==> src/rtl/mem_ctrl_pkg.sv <==
// Shared constants for the MEM-stage data-memory access controller.
package mem_ctrl_pkg;

    // Controller state encoding
    localparam logic [1:0] ST_IDLE = 2'd0;
    localparam logic [1:0] ST_BUSY = 2'd1;
    localparam logic [1:0] ST_DONE = 2'd2;

    // Value returned to the MEM-stage register when an access is aborted
    localparam logic [31:0] ABORT_RDATA = 32'h0;

    // Default memory mapping and ack timeout
    localparam logic [31:0] DEFAULT_BASE_ADDR = 32'd1024;
    localparam int          DEFAULT_TIMEOUT   = 255;

endpackage

==> src/rtl/mem_access_ctrl_wait_counter.sv <==
// Wait-cycle counter for the BUSY state; terminal_o flags the last permitted wait cycle.
module wait_counter #(
    parameter int CNT_W   = 8,
    parameter int TIMEOUT = 255
) (
    input  logic clk,
    input  logic rst,
    input  logic clear_i,
    input  logic enable_i,
    output logic terminal_o
);

    localparam logic [CNT_W-1:0] TC_VAL = CNT_W'(TIMEOUT - 1);

    logic [CNT_W-1:0] cnt_q;

    // Clear has priority over counting
    always_ff @(posedge clk or negedge rst) begin
        if (!rst) begin
            cnt_q <= '0;
        end else if (clear_i) begin
            cnt_q <= '0;
        end else if (enable_i) begin
            cnt_q <= cnt_q + 1'b1;
        end
    end

    assign terminal_o = (cnt_q == TC_VAL);

endmodule

==> src/rtl/mem_access_ctrl.sv <==
// MEM-stage data-memory sequencer: req/ack handshake, pipeline freeze, load return, timeout abort.
module mem_access_ctrl
    import mem_ctrl_pkg::*;
#(
    parameter int          ADDR_W    = 16,
    parameter logic [31:0] BASE_ADDR = DEFAULT_BASE_ADDR,
    parameter int          TIMEOUT   = DEFAULT_TIMEOUT,
    parameter int          CNT_W     = 8
) (
    input  logic              clk,
    input  logic              rst,
    input  logic              MEM_R_en_in,
    input  logic              MEM_W_en_in,
    input  logic [31:0]       Addr_in,
    input  logic [31:0]       Wdata_in,
    input  logic              mem_ack,
    input  logic [31:0]       mem_rdata,
    output logic              mem_req,
    output logic              mem_we,
    output logic [ADDR_W-1:0] mem_addr,
    output logic [31:0]       mem_wdata,
    output logic              freeze,
    output logic              ready,
    output logic [31:0]       Mem_read_value,
    output logic              timeout_err
);

    logic [1:0]        state_q, state_d;
    logic              req_q, req_d;
    logic              we_q, we_d;
    logic [ADDR_W-1:0] addr_q, addr_d;
    logic [31:0]       wdata_q, wdata_d;
    logic              ready_q, ready_d;
    logic [31:0]       rval_q, rval_d;
    logic              terr_q, terr_d;

    logic              access;
    logic [ADDR_W-1:0] word_addr;
    logic              cnt_clear, cnt_enable, cnt_terminal;

    assign access    = MEM_R_en_in | MEM_W_en_in;
    // Byte offset from the memory base, converted to a word index; low two bits drop out
    assign word_addr = ADDR_W'((Addr_in - BASE_ADDR) >> 2);

    wait_counter #(
        .CNT_W   (CNT_W),
        .TIMEOUT (TIMEOUT)
    ) u_wait_counter (
        .clk        (clk),
        .rst        (rst),
        .clear_i    (cnt_clear),
        .enable_i   (cnt_enable),
        .terminal_o (cnt_terminal)
    );

    // Next-state and output-register logic of the access sequencer
    always_comb begin
        state_d    = state_q;
        req_d      = req_q;
        we_d       = we_q;
        addr_d     = addr_q;
        wdata_d    = wdata_q;
        ready_d    = 1'b0;
        rval_d     = rval_q;
        terr_d     = terr_q;
        cnt_clear  = 1'b0;
        cnt_enable = 1'b0;
        case (state_q)
            ST_IDLE: begin
                if (access) begin
                    addr_d    = word_addr;
                    wdata_d   = Wdata_in;
                    // A simultaneous load and store is treated as a load
                    we_d      = MEM_W_en_in & ~MEM_R_en_in;
                    req_d     = 1'b1;
                    cnt_clear = 1'b1;
                    state_d   = ST_BUSY;
                end
            end
            ST_BUSY: begin
                if (mem_ack) begin
                    req_d   = 1'b0;
                    ready_d = 1'b1;
                    if (!we_q) begin
                        rval_d = mem_rdata;
                    end
                    state_d = ST_DONE;
                end else if (cnt_terminal) begin
                    req_d   = 1'b0;
                    ready_d = 1'b1;
                    rval_d  = ABORT_RDATA;
                    terr_d  = 1'b1;
                    state_d = ST_DONE;
                end else begin
                    cnt_enable = 1'b1;
                end
            end
            ST_DONE: begin
                // Inputs here still belong to the finished instruction
                state_d = ST_IDLE;
            end
            default: begin
                state_d = ST_IDLE;
            end
        endcase
    end

    // State and output registers
    always_ff @(posedge clk or negedge rst) begin
        if (!rst) begin
            state_q <= ST_IDLE;
            req_q   <= 1'b0;
            we_q    <= 1'b0;
            addr_q  <= '0;
            wdata_q <= '0;
            ready_q <= 1'b0;
            rval_q  <= '0;
            terr_q  <= 1'b0;
        end else begin
            state_q <= state_d;
            req_q   <= req_d;
            we_q    <= we_d;
            addr_q  <= addr_d;
            wdata_q <= wdata_d;
            ready_q <= ready_d;
            rval_q  <= rval_d;
            terr_q  <= terr_d;
        end
    end

    // Freeze is held low during reset so the pipeline is not stalled by it
    assign freeze = rst & (((state_q == ST_IDLE) & access) | (state_q == ST_BUSY));

    assign mem_req        = req_q;
    assign mem_we         = we_q;
    assign mem_addr       = addr_q;
    assign mem_wdata      = wdata_q;
    assign ready          = ready_q;
    assign Mem_read_value = rval_q;
    assign timeout_err    = terr_q;

endmodule

==> config.mk <==
export PLATFORM = sky130hd
export DESIGN_NAME = mem_access_ctrl
export DESIGN_NICKNAME = d
export VERILOG_FILES = /design/src/rtl/mem_ctrl_pkg.sv /design/src/rtl/mem_access_ctrl_wait_counter.sv /design/src/rtl/mem_access_ctrl.sv
export SDC_FILE = /design/constraint.sdc
export NUM_CORES = 1
export LEC_CHECK = 0
export BUFFER_PORTS_ARGS = -buffer_cell sky130_fd_sc_hd__buf_2
export CORE_UTILIZATION = 50
export CTS_CLUSTER_DIAMETER = 30
export DETAILED_ROUTE_END_ITERATION = 12
export MAX_ROUTING_LAYER = met4
export PLACE_DENSITY = 0.95
export SYNTH_ARGS = -nofsm -noshare
export SYNTH_HDL_FRONTEND = slang
export SYNTH_SLANG_ARGS = --single-unit
export TNS_END_PERCENT = 1
==> constraint.sdc <==
create_clock -name clk -period 3.5 [get_ports clk]
set_input_delay 0.7 -clock clk [delete_from_list [all_inputs] [get_ports clk]]
set_output_delay 0.7 -clock clk [all_outputs]
set_load 0.005 [all_outputs]
# Word level (Yosys, flattened, before mapping)
# Index checks and enable logic that the tools add are counted.
dict set report totals {
  wordCells 53
  ff_bits 94
  output_inout_bits 85
  in_bits 101
}
dict set report op_classes {
  n_mux 21
  bitwise_logic 7
  n_addsub 2
  reduce_logical 9
  n_eq_ne 5
}
# op count
set op_table {}
lappend op_table {{two-way mux 32 bit} 3}
lappend op_table {{subtractor 18 x 11 -> 18 bit, second input constant} 1}
lappend op_table {{two-way mux 8 bit} 2}
lappend op_table {{two-way mux 1 bit} 11}
lappend op_table {{AND reduction 3 bit} 3}
lappend op_table {{adder 8 x 1 -> 8 bit, second input constant} 1}
lappend op_table {{equality test 8 bit, second input constant} 1}
lappend op_table {{two-way mux 2 bit} 3}
lappend op_table {{nonzero test 2 bit} 3}
lappend op_table {{!= test 2 bit, second input constant} 2}
lappend op_table {{one-hot mux 2 bit (2 select lines)} 1}
lappend op_table {{AND reduction 2 bit} 2}
lappend op_table {{AND 1 bit} 3}
lappend op_table {{!= test 3 bit, second input constant} 1}
lappend op_table {{equality test 2 x 1 -> 1 bit, second input constant} 1}
lappend op_table {{logical NOT 2 bit} 1}
lappend op_table {{inverter 1 bit} 2}
lappend op_table {{OR 1 bit} 2}
lappend op_table {{one-hot mux 1 bit (2 select lines)} 1}

# Logic depth before layout (Yosys ltp)
dict set report logic_depth {
  ltp_word 6
  mapped_depth 7
  depth_no_buf 5
}

# Cells and area by module
# A second synthesis with hierarchy kept.
dict set report unflattened {
  hier_cells 327
  area_unflattened_um2 4191.5
}
# module cells_per_inst instances area_each_um2 seq_area_each_um2
set modules_own_cells {}
lappend modules_own_cells {mem_access_ctrl 286 1 3781.1 2152.1}
lappend modules_own_cells {wait_counter 41 1 410.4 200.2}

# Worst setup path before layout
# Ideal clock, no wire load.
dict set report synth_path {
  path_kind {in2out}
  start {input MEM_W_en_in}
  end {output freeze}
  setup_slack_ns 1.479
  t_arrival_ns 1.321
  n_path_buf 0
  required_time_ns 2.800
  stages 3
  path_cell_list {or2_2 > nand2_1 > a21boi_0}
}
dict set report synth_via {
  elab_chain_len 4
}
# element line
set synth_lines {}
lappend synth_lines {{start, declared} mem_access_ctrl.sv:13} ;# input logic MEM_W_en_in,
lappend synth_lines {{OR 1 bit} mem_access_ctrl.sv:41} ;# assign access = MEM_R_en_in | MEM_W_en_in;
lappend synth_lines {{AND 1 bit} mem_access_ctrl.sv:132} ;# assign freeze = rst & (((state_q == ST_IDLE) & access) | (state_q == ST_BUSY));
lappend synth_lines {{OR 1 bit} mem_access_ctrl.sv:132}
lappend synth_lines {{AND 1 bit} mem_access_ctrl.sv:132}
lappend synth_lines {{end, declared} mem_access_ctrl.sv:22} ;# output logic freeze,
# Every way passes these cells.

# Worst setup path in the final report
dict set report layout_path {
  start {register state_q[1]}
  end {output freeze}
}
dict set report layout_via {
  elab_chain_len 4
  word_cells_on_any_way 5
  classes_between {eq/ne: 1; bitwise: 3; reduce/logical: 1}
}
# element line
set layout_lines {}
lappend layout_lines {{start, declared} mem_access_ctrl.sv:28} ;# logic [1:0] state_q, state_d;
lappend layout_lines {{start signal, assigned} mem_access_ctrl.sv:120} ;# state_q <= state_d;
lappend layout_lines {{logical NOT 2 bit} mem_access_ctrl.sv:132}
lappend layout_lines {{AND 1 bit} mem_access_ctrl.sv:132}
lappend layout_lines {{OR 1 bit (*)} mem_access_ctrl.sv:132}
lappend layout_lines {{AND 1 bit (*)} mem_access_ctrl.sv:132}
# Mark *: on every way between the ends. The rest lies on a longest branch, timed or not.

==> results.md <==
- TritonCTS clock tree: yes
- Worst VDD drop: 0.6968 mV
- Core ar.: 7767 sq um
- Starting Density: 0.5185
- Final hold vios: 0
- CTS Buffer Depth: 2
- Cell Area, Synth: 4028 sq um
- Commonest non-fill, non-tap cells in the layout: buf_2 (168), dfrtp_1 (94), and2_1 (33)
- Setup bufs post-CTS: 0
- Crit-path max FO: 9
- RSZ-0062 raised after global routing: false
- Worst Path Arrival: 1870 ps
- Switching portion of total power: 0.3368
- Post-Syn Nets: 413
- # nets final: 579
- HP Class: input port to async pin
- DR vias: 3187
- Compound-cell area share of the yosys netlist: 0.1482
- Post-DRT Antenna Nets: 0
- CP required: 2800 ps
- GPL Wtd Cong: 0.8201
- Largest net degree at the start of global routing: 69
- Register area share after synthesis: 0.5840
- Final min period: 2569 ps
- Clk_lat worst skew: 350 ps
- Worst-Margin Slew: 908.4 ps
- Gr ovfl total: 0
- Vias in the first global route: 3109
- Clock root cell: clkbuf_8
- Commonest non-fill, non-tap cell in the layout: buf_2
- Post-route core utilization: 0.6648
- Drc violations: 0
- Status: complete, no violations
- Max_cap viols: 0
- F_max: 0.3893 GHz
- Mean cell area of the mapped netlist: 13.03 sq um
- Initial antenna violation count: 0
- Clock share of power: 0.181
- Distinct cell type count after synthesis: 46
- Die Ht: 91.75 um
- Ant. Diodes: 0
- Pins over their slew limit: 0
- Setup TNS Final: 0 ps
- Logic gate share of total power: 0.391
- IO Pins: 186
- Mux cell area share after synthesis: 0.1168
- Yosys warning count: 0
- Rows: 32
- Reg area: 2352 sq um
- Hold Slack: 241.7 ps
- Post-Synthesis Cells: 309
- Reg-to-reg slack, setup: 1340 ps
- Power Dens Cells: 813.9 nW/um^2
- Critical Path End Type: output pin
- Die X: 91.75 um
- Buffers on Ports: 169
- H-tree levels: 3
- Fill cells: 592
- Average wire per standard cell: 16.08 um
- Clk slew on worst S/H paths: 100 ps
- Detailed-route wire length: 9361 um
- Leak: 2.355 nW
- Post-synthesis xor/xnor area fraction: 0.004349
- Cts hold-fix bufs: 0
- # resized after CTS: 0
- Commonest register cell after synthesis: dfrtp_1
- Multi-input gate area: 1562 sq um
- Detailed-router iteration count before antenna repair: 7
- Fraction of layout cells with a size suffix above 1: 0.4438
- Final worst-path cycle share: 0.7339
- Clk_skew: 14.91 ps
- Asr flop ratio synth: 1.000
- Slew HR: 0.3944
- Sink Count: 94
- Sequential Power Share: 0.429
- Int Power: 2.787 mW
- Num CTS Buffers: 9
- Setup CP Type: register to output pin
- Synth Area in Adders: 0.009320
- Type of origin of the critical path: register
- Routed vias/inst: 5.476
- Final setup vio count: 0
- Area share of and/or/nand/nor cells after synthesis: 0.1038
- Die ar.: 8418 sq um
- Layout area overhead: 28.21%
- First-pass GRT wire length: 14990 um
- Largest family of logic cells by synthesized area: compound AO/OA/AOI/OAI gates
- Total track usage: 0.2321
- #FFs+latches synth: 94
- First DRT Iteration DRCs: 158
- Switch Pwr: 1.415 mW
- Hpwl dp: 6703 um
- EDFF count, synth: 0
==> state kept, by name, indices dropped and copies added, names as in the netlist <==
register / flops
Mem_read_value: 32
mem_wdata: 32
mem_addr: 16
u_wait_counter.cnt_q: 8
state_q: 2
mem_req: 1
mem_we: 1
ready: 1
timeout_err: 1
==> cell type report <==
| class | instances | share of cell area |
|---|---|---|
| clock buffer | 11 | 0.02932 |
| clock inverter | 5 | 0.01284 |
| inverter | 7 | 0.005088 |
| multi-input combinational | 190 | 0.3024 |
| sequential | 94 | 0.4555 |
| tap | 102 | 0.02472 |
| timing repair buffer | 173 | 0.1701 |
==> synthesized netlist by cell type (all sizes together) (6+ instances only) <==
library cell / n / share of area
mux2: 40 / 0.11
dfrtp: 94 / 0.58
nand2: 6 / 0.0056
a221o: 32 / 0.080
a31oi: 8 / 0.014
a21oi: 8 / 0.0099
and2: 33 / 0.051
o21ai: 13 / 0.016
buf: 14 / 0.023
nor2: 6 / 0.0056
inv: 7 / 0.0065
==> per-stage QoR <==
step | cell area (sq um) | cells | power [mW] | setup slack [ps]
after floorplan | 4028 | 309 | 2.767 | 1479
after global placement | 4946 | 566 | 3.359 | 1120
after detailed placement | 4946 | 566 | 3.482 | 1122
after CTS | 5164 | 582 | 4.250 | 924.8
after global routing | 5164 | 582 | 4.486 | 749.8
final | 5164 | 582 | 4.203 | 931.4
==> final timing paths <==
path	startpoint	endpoint	cells after the start
min in group clk	timeout_err	timeout_err	1
min reg2reg	timeout_err	timeout_err	1
min	rst	Mem_read_value[10]	1
max in group asynchronous	rst	mem_addr[7]	2
max	state_q[1]	freeze	4
max reg2reg	u_wait_counter.cnt_q[0]	Mem_read_value[18]	5
==> power by group through the flow <==
stage	registers (mW)	clock network, mW	logic, mW
global placement	1.78	0	1.58
finish	1.80	0.759	1.64
CTS	1.80	0.783	1.67
global route	1.86	0.823	1.80
floorplan	1.83	0	0.941
detailed placement	1.82	0	1.66
==> per-layer routing <==
layer / part of all wire / global-route usage
met1: 0.42 / 0.2992
met2: 0.51 / 0.3835
met3: 0.061 / 0.03483
met4: 0.0099 / 0.07031
met5: 0 / -
==> critical path, cell delays in order, from the launching register on <==
cell and delay, ps:
dfrtp_1 450, nor2_1 390, nand2_1 320, a21boi_0 230, buf_2 150
==> kinds of logic after synthesis <==
family,Yosys count
DFF,94
xor gates and xnor gates,2
AOI/OAI and AO/OA,75
muxes,42
adders and majority gates,3
buffers and inverters,25
and+or+nand+nor,68
Power figures use the tool's default switching activity.
